===== config.mk =====
export PLATFORM = sky130hd
export DESIGN_NAME = instr_controller
export DESIGN_NICKNAME = d
export VERILOG_FILES = /design/src/rtl/instr_controller.sv
export SDC_FILE = /design/constraint.sdc
export NUM_CORES = 1
export LEC_CHECK = 0
export CORE_MARGIN = 2
export CORE_UTILIZATION = 48
export CTS_BUF_LIST = sky130_fd_sc_hd__clkbuf_8 sky130_fd_sc_hd__clkbuf_16
export DETAILED_ROUTE_END_ITERATION = 10
export GPL_TIMING_DRIVEN = 0
export PLACE_DENSITY = 0.84
export SYNTH_ARGS = -nofsm -noshare
export SYNTH_HDL_FRONTEND = slang
export SYNTH_SLANG_ARGS = --single-unit
export TNS_END_PERCENT = 50

===== constraint.sdc =====
create_clock -name clk -period 5 [get_ports clk]
set_input_delay 0.75 -clock clk [delete_from_list [all_inputs] [get_ports clk]]
set_output_delay 0.75 -clock clk [all_outputs]
set_load 0.05 [all_outputs]

===== src/rtl/instr_controller.sv =====
// ---------------------------------------------------------------------------
// instr_controller
//
// Purpose:
//   Control unit that owns the program counter and instruction register and
//   sequences fetch / decode / execute for the ProjectB datapath. It drives
//   the 16x16 register file (write enable, write address, both read
//   addresses), the data memory (address, write enable) and the ALU op.
//   Moore FSM: every control output depends only on state and IR.
//
// Ports:
//   clk        in   system clock, all state updates on posedge
//   resetN     in   synchronous active-low reset
//   instrData  in   instruction ROM data (ROM reads pcAddr combinationally)
//   pcAddr     out  current PC / ROM address
//   irOut      out  instruction register contents
//   dAddr      out  data memory address
//   dWrite     out  data memory write enable (gated by resetN)
//   rfSel      out  register-file write mux: 1 = data memory, 0 = ALU
//   rfWrAddr   out  register file write address
//   rfWriteEn  out  register file write enable (gated by resetN)
//   rfRdAddrA  out  register file A read address
//   rfRdAddrB  out  register file B read address
//   aluSel     out  ALU op: 00 pass A, 01 A+B, 10 A-B
//   stateOut   out  FSM state encoding for debug
//   halted     out  high while in HALT
//   illegalOp  out  sticky illegal-opcode flag (trap build only)
//
// Build option:
//   INSTR_CONTROLLER_TRAP_ILLEGAL_EN - when defined, opcodes 0110-1111 trap
//   into HALT and raise illegalOp; otherwise they execute as NOOP and
//   illegalOp is tied low.
// ---------------------------------------------------------------------------
module instr_controller #(
    parameter int PC_WIDTH        = 7,
    parameter int RF_ADDR_WIDTH   = 4,
    parameter int DMEM_ADDR_WIDTH = 8
) (
    input  logic                       clk,
    input  logic                       resetN,
    input  logic [15:0]                instrData,
    output logic [PC_WIDTH-1:0]        pcAddr,
    output logic [15:0]                irOut,
    output logic [DMEM_ADDR_WIDTH-1:0] dAddr,
    output logic                       dWrite,
    output logic                       rfSel,
    output logic [RF_ADDR_WIDTH-1:0]   rfWrAddr,
    output logic                       rfWriteEn,
    output logic [RF_ADDR_WIDTH-1:0]   rfRdAddrA,
    output logic [RF_ADDR_WIDTH-1:0]   rfRdAddrB,
    output logic [1:0]                 aluSel,
    output logic [3:0]                 stateOut,
    output logic                       halted,
    output logic                       illegalOp
);

    typedef enum logic [3:0] {
        ST_INIT   = 4'd0,
        ST_FETCH  = 4'd1,
        ST_DECODE = 4'd2,
        ST_NOOP   = 4'd3,
        ST_LOAD_A = 4'd4,
        ST_LOAD_B = 4'd5,
        ST_STORE  = 4'd6,
        ST_ADD    = 4'd7,
        ST_SUB    = 4'd8,
        ST_HALT   = 4'd9
    } state_t;

    state_t                     r_state;
    state_t                     w_nextState;
    logic [PC_WIDTH-1:0]        r_pc;
    logic [15:0]                r_ir;
    logic [DMEM_ADDR_WIDTH-1:0] r_dAddr;
    logic                       r_dWrite;
    logic                       r_rfSel;
    logic [RF_ADDR_WIDTH-1:0]   r_rfWrAddr;
    logic                       r_rfWriteEn;
    logic [RF_ADDR_WIDTH-1:0]   r_rfRdAddrA;
    logic [RF_ADDR_WIDTH-1:0]   r_rfRdAddrB;
    logic [1:0]                 r_aluSel;
    logic                       r_halted;
    logic [3:0]                 w_opcode;

    assign w_opcode = r_ir[15:12];

    // Transition logic. IR is already loaded when DECODE is active, so the
    // opcode is taken from the register, not from the ROM bus.
    always_comb begin
        w_nextState = r_state;
        case (r_state)
            ST_INIT:   w_nextState = ST_FETCH;
            ST_FETCH:  w_nextState = ST_DECODE;
            ST_DECODE: begin
                case (w_opcode)
                    4'd0:    w_nextState = ST_NOOP;
                    4'd1:    w_nextState = ST_STORE;
                    4'd2:    w_nextState = ST_LOAD_A;
                    4'd3:    w_nextState = ST_ADD;
                    4'd4:    w_nextState = ST_SUB;
                    4'd5:    w_nextState = ST_HALT;
`ifdef INSTR_CONTROLLER_TRAP_ILLEGAL_EN
                    default: w_nextState = ST_HALT;
`else
                    default: w_nextState = ST_NOOP;
`endif
                endcase
            end
            ST_LOAD_A: w_nextState = ST_LOAD_B;
            ST_HALT:   w_nextState = ST_HALT;
            default:   w_nextState = ST_FETCH;
        endcase
    end

    // State, PC/IR and registered Moore outputs. Outputs are computed from
    // the state being entered so they are valid for the whole cycle of that
    // state. The only edge where IR changes is FETCH->DECODE, and DECODE
    // drives no controls, so using the current IR here is always correct.
    always_ff @(posedge clk) begin
        if (!resetN) begin
            r_state     <= ST_INIT;
            r_pc        <= '0;
            r_ir        <= '0;
            r_dAddr     <= '0;
            r_dWrite    <= 1'b0;
            r_rfSel     <= 1'b0;
            r_rfWrAddr  <= '0;
            r_rfWriteEn <= 1'b0;
            r_rfRdAddrA <= '0;
            r_rfRdAddrB <= '0;
            r_aluSel    <= 2'b00;
            r_halted    <= 1'b0;
        end else begin
            r_state <= w_nextState;
            if (r_state == ST_FETCH) begin
                r_ir <= instrData;
                r_pc <= r_pc + PC_WIDTH'(1);
            end
            r_dAddr     <= '0;
            r_dWrite    <= 1'b0;
            r_rfSel     <= 1'b0;
            r_rfWrAddr  <= '0;
            r_rfWriteEn <= 1'b0;
            r_rfRdAddrA <= '0;
            r_rfRdAddrB <= '0;
            r_aluSel    <= 2'b00;
            r_halted    <= 1'b0;
            case (w_nextState)
                ST_LOAD_A: begin
                    r_dAddr <= DMEM_ADDR_WIDTH'(r_ir[11:4]);
                    r_rfSel <= 1'b1;
                end
                ST_LOAD_B: begin
                    r_dAddr     <= DMEM_ADDR_WIDTH'(r_ir[11:4]);
                    r_rfSel     <= 1'b1;
                    r_rfWrAddr  <= RF_ADDR_WIDTH'(r_ir[3:0]);
                    r_rfWriteEn <= 1'b1;
                end
                ST_STORE: begin
                    r_rfRdAddrA <= RF_ADDR_WIDTH'(r_ir[11:8]);
                    r_dAddr     <= DMEM_ADDR_WIDTH'(r_ir[7:0]);
                    r_dWrite    <= 1'b1;
                end
                ST_ADD, ST_SUB: begin
                    r_rfRdAddrA <= RF_ADDR_WIDTH'(r_ir[11:8]);
                    r_rfRdAddrB <= RF_ADDR_WIDTH'(r_ir[7:4]);
                    r_rfWrAddr  <= RF_ADDR_WIDTH'(r_ir[3:0]);
                    r_rfWriteEn <= 1'b1;
                    r_aluSel    <= (w_nextState == ST_ADD) ? 2'b01 : 2'b10;
                end
                ST_HALT: r_halted <= 1'b1;
                default: ;
            endcase
        end
    end

`ifdef INSTR_CONTROLLER_TRAP_ILLEGAL_EN
    logic r_illegalOp;

    // Sticky flag: set on the DECODE->HALT trap, cleared only by reset.
    always_ff @(posedge clk) begin
        if (!resetN) begin
            r_illegalOp <= 1'b0;
        end else if (r_state == ST_DECODE && w_opcode > 4'd5) begin
            r_illegalOp <= 1'b1;
        end
    end

    assign illegalOp = r_illegalOp;
`else
    assign illegalOp = 1'b0;
`endif

    // Write strobes are masked by resetN directly so that a reset arriving
    // in the middle of a write cycle blocks the write in that same cycle.
    assign rfWriteEn = r_rfWriteEn & resetN;
    assign dWrite    = r_dWrite & resetN;

    assign pcAddr    = r_pc;
    assign irOut     = r_ir;
    assign dAddr     = r_dAddr;
    assign rfSel     = r_rfSel;
    assign rfWrAddr  = r_rfWrAddr;
    assign rfRdAddrA = r_rfRdAddrA;
    assign rfRdAddrB = r_rfRdAddrB;
    assign aluSel    = r_aluSel;
    assign stateOut  = r_state;
    assign halted    = r_halted;

endmodule


After elaboration in Yosys (flattened, before gate mapping). Index checks and enable logic that the tools add are counted. W data, S select, Z words.

Word-level logic and storage cells: 45. Output and inout port bits: 54. Register bits: 53. Bits of input ports: 18.

Equality and inequality tests: 15. Bitwise operators: 2. Muxes and demuxes: 8. Reductions and logical operators: 7. Add/sub/neg operators: 1.

Operator list (count): $eq A4 B3 Y1 const B (7); $pmux W4 S5 (1); $pmux W4 S4 (1); $pmux W8 S2 (1); $eq A4 B2 Y1 const B (3); $eq A4 B4 Y1 const B (3); $eq A4 B1 Y1 const B (2); $add A7 B1 Y7 const B (1); $reduce_and A2 Y1 (3); $reduce_or A3 Y1 (2); $mux W1 (4); $reduce_or A2 Y1 (2); $and A1 B1 Y1 (2); $mux W2 (1).

Longest topological paths before layout.
Word-level depth: 6. Gate-level depth with buffers: 7. Depth with buffers taken out: 5.

Least setup slack after synthesis. Ideal clock, no wire load.

Path kind: in2out. Start point: input resetN. End point: output dWrite. Slack: 2805 ps. Arrival time: 1445 ps. Buffers on the path: 1. Cell stages on the path: 2. Data required time: 4250 ps. Cell sequence: clkbuf_1 and2_1.

Longest elaborated chain between the ends: 1.

RTL lines: from (decl) (RTL line 40) `input logic resetN,`; $and A1 B1 Y1 (RTL line 197) `assign dWrite = r_dWrite & resetN;`; to (decl) (RTL line 45) `output logic dWrite,`.

No other way between the ends.

Worst setup path after layout.
Start point: input resetN. End point: output rfWriteEn.

Longest elaborated chain between the ends: 1.

RTL lines: $and A1 B1 Y1 (RTL line 196) `assign rfWriteEn = r_rfWriteEn & resetN;`; to (decl) (RTL line 48) `output logic rfWriteEn,`.

No other way between the ends.

==> results.md <==
* Status: completed
* Max Slew Vio Count at 0
* Worst-case clock buffer depth at 2
* Grt ovf at 0
* Most frequent cell after synthesis: dfxtp_1
* Antenna Nets Post-Route at 0
* Post-synthesis compound-gate area fraction at 0.200
* Sequential share of the synthesized area at 0.505
* Worst Setup Start Kind: primary input
* Worst-path fanout max at 10
* Post-synth top area share at 0.505
* Largest cells by area after synthesis: dfxtp_1, nand2_1, a21boi_0
* Depth of the CTS H-tree at 2
* R2R depth at 6
* Mux cell area share after synthesis at 0
* Final setup fails at 0
* Clock tree root driver cell: clkbuf_8
* Skew-Pair Late Insertion Delay at 0.31 ns
* Vias in the first global route at 1660
* Worst-margin pin slew at 0.638 ns
* Row count at 24
* Starting Density at 0.489
* Fraction of registers with async set/reset at 0
* Combinational family with the most area after synthesis: simple AND/OR/NAND/NOR gates
* Hold Path Sink: rfRdAddrA[3]$_SDFF_PN0_
* Unique cell type count in the Yosys netlist at 45
* Critical Path Start: resetN
* Hold Path Stages at 2
* Post-CTS setup buffer count at 0
* Peak VDD IR at 0.231 mV
* P per Cell Area at 384 nW/um^2
* Synth Net Count at 237
* Yosys reg bits at 53
* CP Class: in2out
* Layout cells sized above 1 at 0.0912
* # resized after CTS at 0
* Final HPWL DP at 3710 um
* Hold slack final at 0.479 ns
* Port Buffers at 70
* Dominant synthesized flop cell: dfxtp_1
* Hold Violations, Final at 0
* Vias/cell at 5.18
* Routed WL at 5080 um
* Synth Warn # at 0
* CTS tree: done
* CTS Hold Bufs at 0
* Num Clock Sinks at 53
* Setup TNS at 0 ns
* XOR/XNOR share of the synthesized area at 0.0292
* First-pass detailed-route iteration total at 4
* Mapped Avg Cell Area at 9.63 sq um
* Lkg Pwr at 1.06 nW
* Maxcap violations at 0
* Min-delay src: irOut[11]$_SDFFE_PN0N_
* Tcrit/Tclk final at 0.695
* Crit end category: primary output
* DRC viols at 0
* CTS clk-pin slew, worst paths at 0.09 ns
* Die width at 70.1 um
* Core area at 4290 sq um
* Peak Freq at 288 MHz
* CP required at 4.25 ns
* Adder-Cell Fraction of Synth Area at 0.00596
* Die area at 4920 sq um
* Worst r2r dst: dAddr[4]$_SDFF_PN0_
* Global-route usage over all layers at 0.215
* Drt wl/cell at 14.6 um
* Antenna violations before repair at 0
* Nets at 314
* HP Class: reg2reg
* Global placement routability congestion at 0.769
* Die height at 70.1 um
* Ports at 72
* First-pass GRT wire length at 8200 um
* Clock skew at 0.00877 ns
* DR vias at 1802
* Critical path arrival at 2.72 ns
* Iteration-0 DRC Markers at 175
* Synthesized cell area at 2100 sq um
* R2r startpoint: stateOut[2]$_SDFF_PN0_
* Post-layout minimum cycle time at 3.47 ns
* RSZ-0062 raised after global routing: no
* Synth area leader: dfxtp_1
* Area Overhead vs Synth at 41.8%
* Cells after Synth at 218
* Post-synth EDFFs at 0
* Slew Limit Headroom at 0.573
* CTS Buf Count at 5
* Most instantiated cells after synthesis: dfxtp_1, nand2_1, a21boi_0, nor2_1
* Post-synthesis simple-gate area fraction at 0.217
* R2r setup slk at 2.88 ns
* Ant diodes at 0
* Largest net degree at the start of global routing at 17
## layer usage
layer | GRT usage | share of wire | routed length, um
met1 | 0.268 | 0.43 | 2190
met2 | 0.363 | 0.50 | 2540
met3 | 0.0317 | 0.052 | 264
met4 | 0.107 | 0.017 | 87
met5 | 0 | 0 | 0
## worst max path at each step
stage / cells after the start / endpoint / slack [ns]
final: 4 / rfWriteEn / 1.53
after global routing: 4 / rfWriteEn / 1.41
after CTS: 4 / rfWriteEn / 1.52
after detailed placement: 4 / rfWriteEn / 1.53
after global placement: 4 / dWrite / 1.53
after floorplan: 2 / dWrite / 2.80
## flip-flops by register name, indices dropped and copies added (netlist names), 2 cells and up
register	count
rfRdAddrA	4
pcAddr	7
irOut	16
aluSel	2
rfWrAddr	4
dAddr	8
rfRdAddrB	4
stateOut	4
## cell families after synthesis
group,count (synthesis)
other,1
buffers and inverters,17
AO/OA/AOI/OAI,47
XOR/XNOR,7
AND/OR/NAND/NOR,92
flip-flops,53
adder cells (fa/ha/maj),1
## critical path: stages
cell,delay (ns)
clkdlybuf4s50_1,0.62
clkbuf_1,0.38
and2_1,0.19
clkdlybuf4s50_1,0.79
## placed cells by master (no fill, tap or decap), types with 2 or more instances in the layout
master and n:
clkdlybuf4s50_1 70, dfxtp_1 53, nand2_1 47, a21boi_0 18
nor2_1 13, clkbuf_1 9, and2_1 9, a22oi_1 8
clkbuf_8 6, xnor2_1 6, inv_1 5, a21oi_1 5
nor4b_1 3, a21boi_1 3, nor3b_1 2, or2b_2 2
nor3_1 2, or4b_2 2, o41ai_4 2, nand4_1 2
and3_2 2
## per-stage QoR
step | cells | setup slack [ns] | util | power, mW | instance area (sq um)
finish | 348 | 1.53 | 0.693 | 1.14 | 2980
global route | 348 | 1.41 | 0.693 | 1.18 | 2980
CTS | 348 | 1.52 | 0.693 | 1.14 | 2980
detailed placement | 340 | 1.53 | 0.667 | 0.860 | 2870
global placement | 340 | 1.53 | 0.667 | 0.852 | 2870
floorplan | 218 | 2.80 | - | 0.742 | 2100
## where the power goes
group / switching (mW) / internal, mW
combinational: 0.232 / 0.129
sequential: 0.0390 / 0.451
clock: 0.143 / 0.148
total: 0.414 / 0.728
## layout make-up
type | count | area (sq um)
buffer | 13 | 71.3
clock buffer | 5 | 68.8
clock inverter | 3 | 42.5
fill | 338 | 1320
inverter | 4 | 15.0
multi-input combinational | 148 | 952
sequential | 53 | 1060
tap | 52 | 65.1
timing repair buffer | 70 | 701
Note: power is estimated with default switching activity, not from simulation.
